$ cat src/rtl/timer_pkg.sv
// timer_pkg: shared types and constants for the two-mode timer count stage.
//   timer_state_e : count-control FSM states
//   BCD_*         : BCD boundary values of the minutes/seconds display
//   bcd_ok()      : checks that a BCD byte is a legal value with a bounded tens digit
package timer_pkg;

  typedef enum logic [1:0] {
    IDLE  = 2'd0,
    RUN   = 2'd1,
    PAUSE = 2'd2,
    DONE  = 2'd3
  } timer_state_e;

  localparam logic [7:0] BCD_SEC_MAX = 8'h59;
  localparam logic [7:0] BCD_MIN_MAX = 8'h99;
  localparam logic [7:0] BCD_ZERO    = 8'h00;

  // Units digit must be 0..9, tens digit 0..tens_max.
  function automatic logic bcd_ok(input logic [7:0] v, input logic [3:0] tens_max);
    return (v[7:4] <= tens_max) && (v[3:0] <= 4'd9);
  endfunction

endpackage

$ cat src/rtl/tick_prescaler.sv
// tick_prescaler: divides clk down to a one-second step strobe.
//   clk, rst  : clock, synchronous active-high reset
//   en        : count this cycle (otherwise hold the current phase)
//   clr       : force the phase back to 0 (wins over en)
//   tick_now  : combinational, high when en and the phase is at TICK_DIV-1
//   count     : current phase 0..TICK_DIV-1
module tick_prescaler #(
  parameter int TICK_DIV = 50_000_000
) (
  input  logic                        clk,
  input  logic                        rst,
  input  logic                        en,
  input  logic                        clr,
  output logic                        tick_now,
  output logic [$clog2(TICK_DIV)-1:0] count
);

  localparam int CW = $clog2(TICK_DIV);
  localparam logic [CW-1:0] LAST = CW'(TICK_DIV - 1);

  logic [CW-1:0] count_q, count_d;

  assign tick_now = en && (count_q == LAST);
  assign count    = count_q;

  always_comb begin
    count_d = count_q;
    if (clr)           count_d = '0;
    else if (tick_now) count_d = '0;
    else if (en)       count_d = count_q + CW'(1);
  end

  always_ff @(posedge clk) begin
    if (rst) count_q <= '0;
    else     count_q <= count_d;
  end

endmodule

$ cat src/rtl/timer_count_ctrl.sv
// timer_count_ctrl: stopwatch/countdown state machine and BCD step chain.
//   clk, rst            : clock, synchronous active-high reset
//   mode_sel            : 0 count up, 1 count down (latched on leaving IDLE)
//   start/stop/clear/load : level commands, priority clear > load > stop > start
//   load_min/load_sec   : BCD preset
//   min/sec             : BCD count (registered)
//   running/done        : high in RUN / DONE
//   tick                : pulse in the cycle a new count first appears
//   load_err            : pulse after a rejected preset
//   dbg_state_o         : current FSM state
//   dbg_presc_o         : current prescaler phase
// Commands are plain levels with no handshake: whatever is high at a rising
// edge is acted on at that edge, and every output is a register.
module timer_count_ctrl
  import timer_pkg::*;
#(
  parameter int TICK_DIV = 50_000_000
) (
  input  logic                        clk,
  input  logic                        rst,
  input  logic                        mode_sel,
  input  logic                        start,
  input  logic                        stop,
  input  logic                        clear,
  input  logic                        load,
  input  logic [7:0]                  load_min,
  input  logic [7:0]                  load_sec,
  output logic [7:0]                  min,
  output logic [7:0]                  sec,
  output logic                        running,
  output logic                        done,
  output logic                        tick,
  output logic                        load_err,
  output timer_state_e                dbg_state_o,
  output logic [$clog2(TICK_DIV)-1:0] dbg_presc_o
);

  timer_state_e state_q, state_d;
  logic [7:0]   min_q, min_d, sec_q, sec_d;
  logic         mode_q, mode_d;
  logic         tick_q, tick_d;
  logic         err_q, err_d;
  logic         pre_en, pre_clr, tick_now;
  logic         load_ok;
  logic [15:0]  stepped;

  tick_prescaler #(.TICK_DIV(TICK_DIV)) u_presc (
    .clk      (clk),
    .rst      (rst),
    .en       (pre_en),
    .clr      (pre_clr),
    .tick_now (tick_now),
    .count    (dbg_presc_o)
  );

  // Up step with carry chain; 99:59 wraps to 00:00.
  function automatic logic [15:0] bcd_up(input logic [7:0] m, input logic [7:0] s);
    logic [7:0] mn, sc;
    mn = m;
    sc = s;
    if (sc[3:0] != 4'd9) sc[3:0] = sc[3:0] + 4'd1;
    else begin
      sc[3:0] = 4'd0;
      if (sc[7:4] != 4'd5) sc[7:4] = sc[7:4] + 4'd1;
      else begin
        sc[7:4] = 4'd0;
        if (mn[3:0] != 4'd9) mn[3:0] = mn[3:0] + 4'd1;
        else begin
          mn[3:0] = 4'd0;
          mn[7:4] = (mn[7:4] == 4'd9) ? 4'd0 : mn[7:4] + 4'd1;
        end
      end
    end
    return {mn, sc};
  endfunction

  // Down step with borrow chain; seconds 00 borrow to 59.
  function automatic logic [15:0] bcd_down(input logic [7:0] m, input logic [7:0] s);
    logic [7:0] mn, sc;
    mn = m;
    sc = s;
    if (sc[3:0] != 4'd0) sc[3:0] = sc[3:0] - 4'd1;
    else begin
      sc[3:0] = 4'd9;
      if (sc[7:4] != 4'd0) sc[7:4] = sc[7:4] - 4'd1;
      else begin
        sc[7:4] = 4'd5;
        if (mn[3:0] != 4'd0) mn[3:0] = mn[3:0] - 4'd1;
        else begin
          mn[3:0] = 4'd9;
          mn[7:4] = (mn[7:4] == 4'd0) ? 4'd9 : mn[7:4] - 4'd1;
        end
      end
    end
    return {mn, sc};
  endfunction

  assign load_ok = bcd_ok(load_min, 4'd9) && bcd_ok(load_sec, 4'd5);
  assign stepped = mode_q ? bcd_down(min_q, sec_q) : bcd_up(min_q, sec_q);

  always_comb begin
    state_d = state_q;
    min_d   = min_q;
    sec_d   = sec_q;
    mode_d  = mode_q;
    tick_d  = 1'b0;
    err_d   = 1'b0;
    pre_en  = 1'b0;
    pre_clr = 1'b0;
    if (clear) begin
      min_d   = BCD_ZERO;
      sec_d   = BCD_ZERO;
      pre_clr = 1'b1;
      state_d = IDLE;
    end else if (load && state_q != RUN) begin
      if (load_ok) begin
        min_d   = load_min;
        sec_d   = load_sec;
        pre_clr = 1'b1;
        state_d = IDLE;
      end else begin
        err_d = 1'b1;
      end
    end else begin
      // A load seen in RUN falls through here, i.e. it is ignored.
      unique case (state_q)
        IDLE: begin
          if (start && !stop) begin
            mode_d = mode_sel;
            // Countdown from 00:00 has nothing to do.
            if (!(mode_sel && min_q == BCD_ZERO && sec_q == BCD_ZERO)) state_d = RUN;
          end
        end
        RUN: begin
          if (stop) begin
            state_d = PAUSE;  // prescaler holds, keeping the partial second
          end else begin
            pre_en = 1'b1;
            if (tick_now) begin
              {min_d, sec_d} = stepped;
              tick_d = 1'b1;
              if (mode_q ? (stepped == {BCD_ZERO, BCD_ZERO})
                         : (stepped == {BCD_MIN_MAX, BCD_SEC_MAX})) state_d = DONE;
            end
          end
        end
        PAUSE: if (start && !stop) state_d = RUN;
        DONE:  ;
        default: state_d = IDLE;
      endcase
    end
  end

  always_ff @(posedge clk) begin
    if (rst) begin
      state_q <= IDLE;
      min_q   <= BCD_ZERO;
      sec_q   <= BCD_ZERO;
      mode_q  <= 1'b0;
      tick_q  <= 1'b0;
      err_q   <= 1'b0;
    end else begin
      state_q <= state_d;
      min_q   <= min_d;
      sec_q   <= sec_d;
      mode_q  <= mode_d;
      tick_q  <= tick_d;
      err_q   <= err_d;
    end
  end

  assign min         = min_q;
  assign sec         = sec_q;
  assign running     = (state_q == RUN);
  assign done        = (state_q == DONE);
  assign tick        = tick_q;
  assign load_err    = err_q;
  assign dbg_state_o = state_q;

endmodule

$ cat config.mk
export PLATFORM = sky130hd
export DESIGN_NAME = timer_count_ctrl
export DESIGN_NICKNAME = d
export VERILOG_FILES = /design/src/rtl/timer_pkg.sv /design/src/rtl/tick_prescaler.sv /design/src/rtl/timer_count_ctrl.sv
export SDC_FILE = /design/constraint.sdc
export NUM_CORES = 1
export LEC_CHECK = 0
export ABC_CLOCK_PERIOD_IN_PS = 3300
export CORE_MARGIN = 2
export CORE_UTILIZATION = 40
export DETAILED_ROUTE_END_ITERATION = 7
export GPL_ROUTABILITY_DRIVEN = 0
export GPL_TIMING_DRIVEN = 1
export PLACE_DENSITY = 0.67
export SETUP_SLACK_MARGIN = 0.05
export SLEW_MARGIN = 20
export SYNTH_ARGS = -nofsm -noshare
export SYNTH_HDL_FRONTEND = slang
export SYNTH_SLANG_ARGS = --single-unit
$ cat constraint.sdc
create_clock -name clk -period 3.3 [get_ports clk]
set_input_delay 0.66 -clock clk [delete_from_list [all_inputs] [get_ports clk]]
set_output_delay 0.66 -clock clk [all_outputs]
set_load 0.02 [all_outputs]
Word level (Yosys, flattened, before mapping)
Index checks and enable logic that the tools add are counted.
- add/subtract/negate cells: 9
- $lt $le $gt $ge: 4
- equal/unequal tests: 17
- muxes and demuxes: 46
- bitwise operators: 3
- reductions and logical operators: 27
- operator list (cell ; number):
    two-way mux 8 bit ; 14
    two-way mux 4 bit ; 12
    adder 26 x 1 -> 26 bit (second input constant) ; 1
    equality test 26 bit (second input constant) ; 1
    adder 4 x 1 -> 4 bit (second input constant) ; 4
    equality test 16 bit (second input constant) ; 1
    logical NOT 16 bit ; 1
    logical NOT 8 bit ; 2
    two-way mux 16 bit ; 1
    two-way mux 2 bit ; 8
    nonzero test 4 bit ; 4
    subtractor 4 x 1 -> 4 bit (second input constant) ; 4
    less-or-equal comparator 4 bit (second input constant) ; 3
    two-way mux 1 bit ; 10
    != test 3 bit (second input constant) ; 3
    logical AND 1 bit ; 8
    != test 4 x 2 -> 1 bit (second input constant) ; 2
    != test 4 bit (second input constant) ; 2
    AND reduction 4 bit ; 2
    AND reduction 7 bit ; 1
    one-hot mux 2 bit (3 select lines) ; 1
    OR reduction 3 bit ; 2
    OR reduction 5 bit ; 1
    equality test 2 bit (second input constant) ; 2
    12 further kinds ; 16
- flip-flop bits (word level): 47
- output and inout bits: 48
- logic and storage cells: 113

Depth between registers and ports, before layout
- word-level depth: 13
- depth in mapped cells: 10
- mapped depth without buffers: 7

Hierarchy
From an unflattened synthesis, not the netlist that was laid out.
- cells, all modules: 424
- area, all modules: 3195.6 µm²
- by module, submodules not included (module ; times used ; cells an instance ; area an instance (µm²) ; sequential area each (µm²)):
    timer_count_ctrl ; 1 ; 281 ; 1935.6 ; 420.4
    tick_prescaler ; 1 ; 143 ; 1260.0 ; 520.5

Least setup slack after synthesis
OpenSTA, ideal clock, no wires.
- path kind: input to register
- start point: input stop
- end point: register sec_q[5], in the netlist sec[5]
- library setup time: 0.068 ns
- data arrival time: 2.459 ns
- required time: 3.232 ns
- path slack: 0.773 ns
- cell stages on the path: 7
- path buffers: 1
- cell sequence: nor4b_4 > nand4_1 > or4_1 > and2_4 > buf_6 > a211o_1 > a21oi_2
- cells in the longest elaborated chain, start to end: 7
- elaborated cells between the ends (all ways): 8
- RTL lines (what ; RTL line ; text):
    from (decl) ; timer_count_ctrl.sv:23 ; input logic stop,
    two-way mux 1 bit ; timer_count_ctrl.sv:135 ; if (stop) begin
    two-way mux 1 bit ; timer_count_ctrl.sv:126 ; unique case (state_q)
    two-way mux 1 bit ; timer_count_ctrl.sv:115 ; end else if (load && state_q != RUN) begin
    two-way mux 1 bit ; timer_count_ctrl.sv:110 ; if (clear) begin
    logical AND 1 bit ; tick_prescaler.sv:23 ; assign tick_now = en && (count_q == LAST);
    nonzero test 2 bit (no line) ; n/a ;
    AND reduction 4 bit (no line) (*) ; n/a ;
    to (signal assigned) ; timer_count_ctrl.sv:158 ; sec_q <= BCD_ZERO;
    to (signal assigned) ; timer_count_ctrl.sv:165 ; sec_q <= sec_d;
    to (decl) ; timer_count_ctrl.sv:39 ; logic [7:0] min_q, min_d, sec_q, sec_d;
Mark *: on every way between the ends. The rest lies on a longest branch, timed or not.
A chain may end at the register's enable or synchronous reset.

Worst setup path after layout
- start point: input stop
- end point: register sec_q[1], in the netlist sec[1]
The elaborated chain is that of the path after synthesis.

==> results.yml <==
floorplan:
  placementRows: 31
  die_w_um: 91.3
  core_um2: 7330
  fp.dieH_um: 91.3
  dieArea_um2: 8340
  ios: 71
  start_util_pct: 41.6
synthesis:
  async_flop_share_pct: 0
  ys.warnings.count: 0
  synth_top_area_cell: "dfxtp_1"
  netlist_top_cells_count: "61 x nor2_1, 47 x dfxtp_1, 41 x nand2_1"
  ys.flop_type: "dfxtp_1"
  ys_types: 58
  synth_edf_count: 0
  yosysSeqAreaShare_pct: 30.9
  synth_most_common_cell: "nor2_1"
  synthesis.nets: 422
  syn_avg_cell_area_um2: 7.66
  synth.area.top_cells: "dfxtp_1 31%, nor2_1 7.5%, xor2_1 6.0%"
  ys_seq_elements: 47
  synthCells: 398
  syn_area_um2: 3050
  yosysTopAreaCellShare_pct: 30.9
power:
  p_leak_nw: 1.32
  p_clk_share_pct: 36.0
  ir_worst_vdd_v: 0.000200
  p_comb_share_pct: 10.0
  internal-power_uw: 810
  cellPowerDensity_nw_per_um2: 271
  switchingPower_uw: 251
  finalPower_mw: 1.06
  switching_share_pct: 23.7
  pwr-share-seq_pct: 54.1
route:
  num_vias: 3100
  vias_per_cell: 5.58
  firstDrtPassIters: 4
  wl_um: 8640
  postRouteAntennaNets: 0
  wl_per_cell_um: 15.5
  drc_errors: 0
  drt_iter0_drc: 174
min_path:
  holdPathStages: 2
  hold_end: "u_presc.count[23]$_SDFFE_PP0P_"
  min_path_type: "reg2reg"
  min-delay-start: "u_presc.count[23]$_SDFFE_PP0P_"
finish:
  nets: 480
  n_fill_cell: 720
  area_growth_syn_to_layout_pct: 28.4
  stdcell_area_um2: 3920
  diodes: 0
  final_cells: 556
  drive_gt1_share_pct: 7.00
  final_util_pct: 53.4
sta:
  grt_setup_unrepaired: "no"
  whs_ns: 0.543
  period_share_pct: 84.2
  fmax_ghz: 0.360
  slew_violations: 0
  setup_tns_ns: 0
  finalClockSkew_ns: 0.00327
  final_hold_viol_count: 0
  worst_pin_slew_ns: 0.716
  setup_viol: 0
  max_slew_margin_pct: 52.1
  post-route-min-period_ns: 2.78
  setup_slack_ns: 0.523
placed_design:
  io_buffers: 70
  place_ws_ns: 0.205
  placed_area_um2: 3820
  dp_hpwl_um: 6320
  dp.cells: 548
worst_setup_path:
  cp-start-kind: "primary input"
  required_ns: 3.52
  worst_path_max_delay_cell: "or4_1"
  critPathKind: "in2reg"
  cp-end-kind: "flop"
  timing.rr.end: "dbg_state_o[1]$_SDFFE_PP0P_"
  cp_num_buf_inv: 2
  cp_cell_sequence: "clkdlybuf4s50_1 > nor4b_4 > nand4_1 > or4_1 > nand2_1 > buf_4 > nor2_1 > a311oi_1"
  critical-path-top-delay-family: "simple AND/OR/NAND/NOR gates"
  arrival_ns: 2.99
  critPathMaxStageDelay_ns: 0.59
  reg2reg_slack_ns: 0.60
  cp_max_fo: 11
  worstRegToRegCells: 7
  reg2reg_from: "sec[1]$_SDFFE_PP0P_"
clocking:
  cts.sinks: 47
  cts_root_buffer: "clkbuf_8"
  clock_latency_ns: 0.30
  cts_tree: "yes"
  cts_resized: 0
  postCtsSetupBuffers: 0
  cts_buffers: 5
  cts.clk_slew.worst_paths_ns: 0.08
  htreeDepth: 2
  cts_max_path_buffers: 2
  cts_hold_buf: 0
grt:
  grt_pass1_wl_um: 13900
  grt_overflow_total: 0
  antenna_found_initial: 0
  grtUsageTotal_pct: 20.5
  grt_pass1_vias: 2791
  grt_max_degree: 26
job:
  cap_viol_max_count: 0
outcome:
  status: "finished clean"
-- cell families (layout without fill, tap and decap cells) --
kind of cell	after synthesis	in the layout	synth area share (%)
multiplexers	13	13	4.39
adder cells (fa/ha/maj)	1	1	0.410
AO/OA/AOI/OAI	69	69	15.2
flip-flops	47	47	30.9
AND/OR/NAND/NOR	201	201	34.8
XOR/XNOR	31	31	8.90
buffers and inverters	36	95	5.46
-- layout by cell type, fill, tap and decap left out, types with 9 or more instances in the layout --
| master | count |
|---|---|
| buf_4 | 12 |
| mux2i_1 | 10 |
| a21oi_1 | 17 |
| nor2_1 | 61 |
| o21ai_0 | 13 |
| nand2_1 | 41 |
| nand4_1 | 15 |
| nor3_1 | 9 |
| clkdlybuf4s50_1 | 70 |
| dfxtp_1 | 47 |
| nand3_1 | 15 |
| xor2_1 | 21 |
| xnor2_1 | 10 |
-- power groups by stage --
stage | combinational [mW] | sequential (mW) | clock [mW]
CTS | 0.106 | 0.574 | 0.392
finish | 0.106 | 0.574 | 0.382
global placement | 0.105 | 0.587 | 0
global route | 0.114 | 0.575 | 0.412
detailed placement | 0.105 | 0.587 | 0
floorplan | 0.0550 | 0.587 | 0
-- area by class of cell --
class / count / area [µm²] / area share, %
repair buffers: 82 / 791 / 20.2
well taps: 99 / 124 / 3.16
flip-flops and latches: 47 / 941 / 24.0
clock buffers: 8 / 100 / 2.56
inverters: 5 / 18.8 / 0.479
multi-input cells: 315 / 1940 / 49.6
-- how the worst max path moves through the flow --
stage          from                  end  slack, ns  cells past startpoint
2_1_floorplan  stop  sec[5]$_SDFFE_PP0P_       0.77                      7
6_report       stop  sec[1]$_SDFFE_PP0P_       0.52                      8
3_5_place_dp   stop  sec[1]$_SDFFE_PP0P_       0.20                      8
5_1_grt        stop  sec[1]$_SDFFE_PP0P_       0.32                      8
4_1_cts        stop  sec[1]$_SDFFE_PP0P_       0.53                      8
3_3_place_gp   stop  sec[1]$_SDFFE_PP0P_       0.27                      8
-- worst reg2reg max path: stages, from the launching register on --
cell and delay [ns]:
dfxtp_1 0.45, nor4_1 0.61, nand2_1 0.12, nor4_1 0.60, xnor2_1 0.12, a21oi_1 0.28, mux2i_1 0.29, o22ai_1 0.11
-- sequential cells by signal, summed over array words and instances, names as in the netlist --
| name | count |
|---|---|
| tick | 1 |
| dbg_state_o | 2 |
| u_presc.count | 26 |
| mode_q | 1 |
| min | 8 |
| sec | 8 |
| load_err | 1 |
-- layer usage --
layer | track usage (%) | wire length, µm
met1 | 26.5 | 3920
met2 | 34.4 | 4130
met3 | 4.07 | 470
met4 | 6.06 | 119
met5 | 0 | 0
Power figures use the tool's default switching activity.
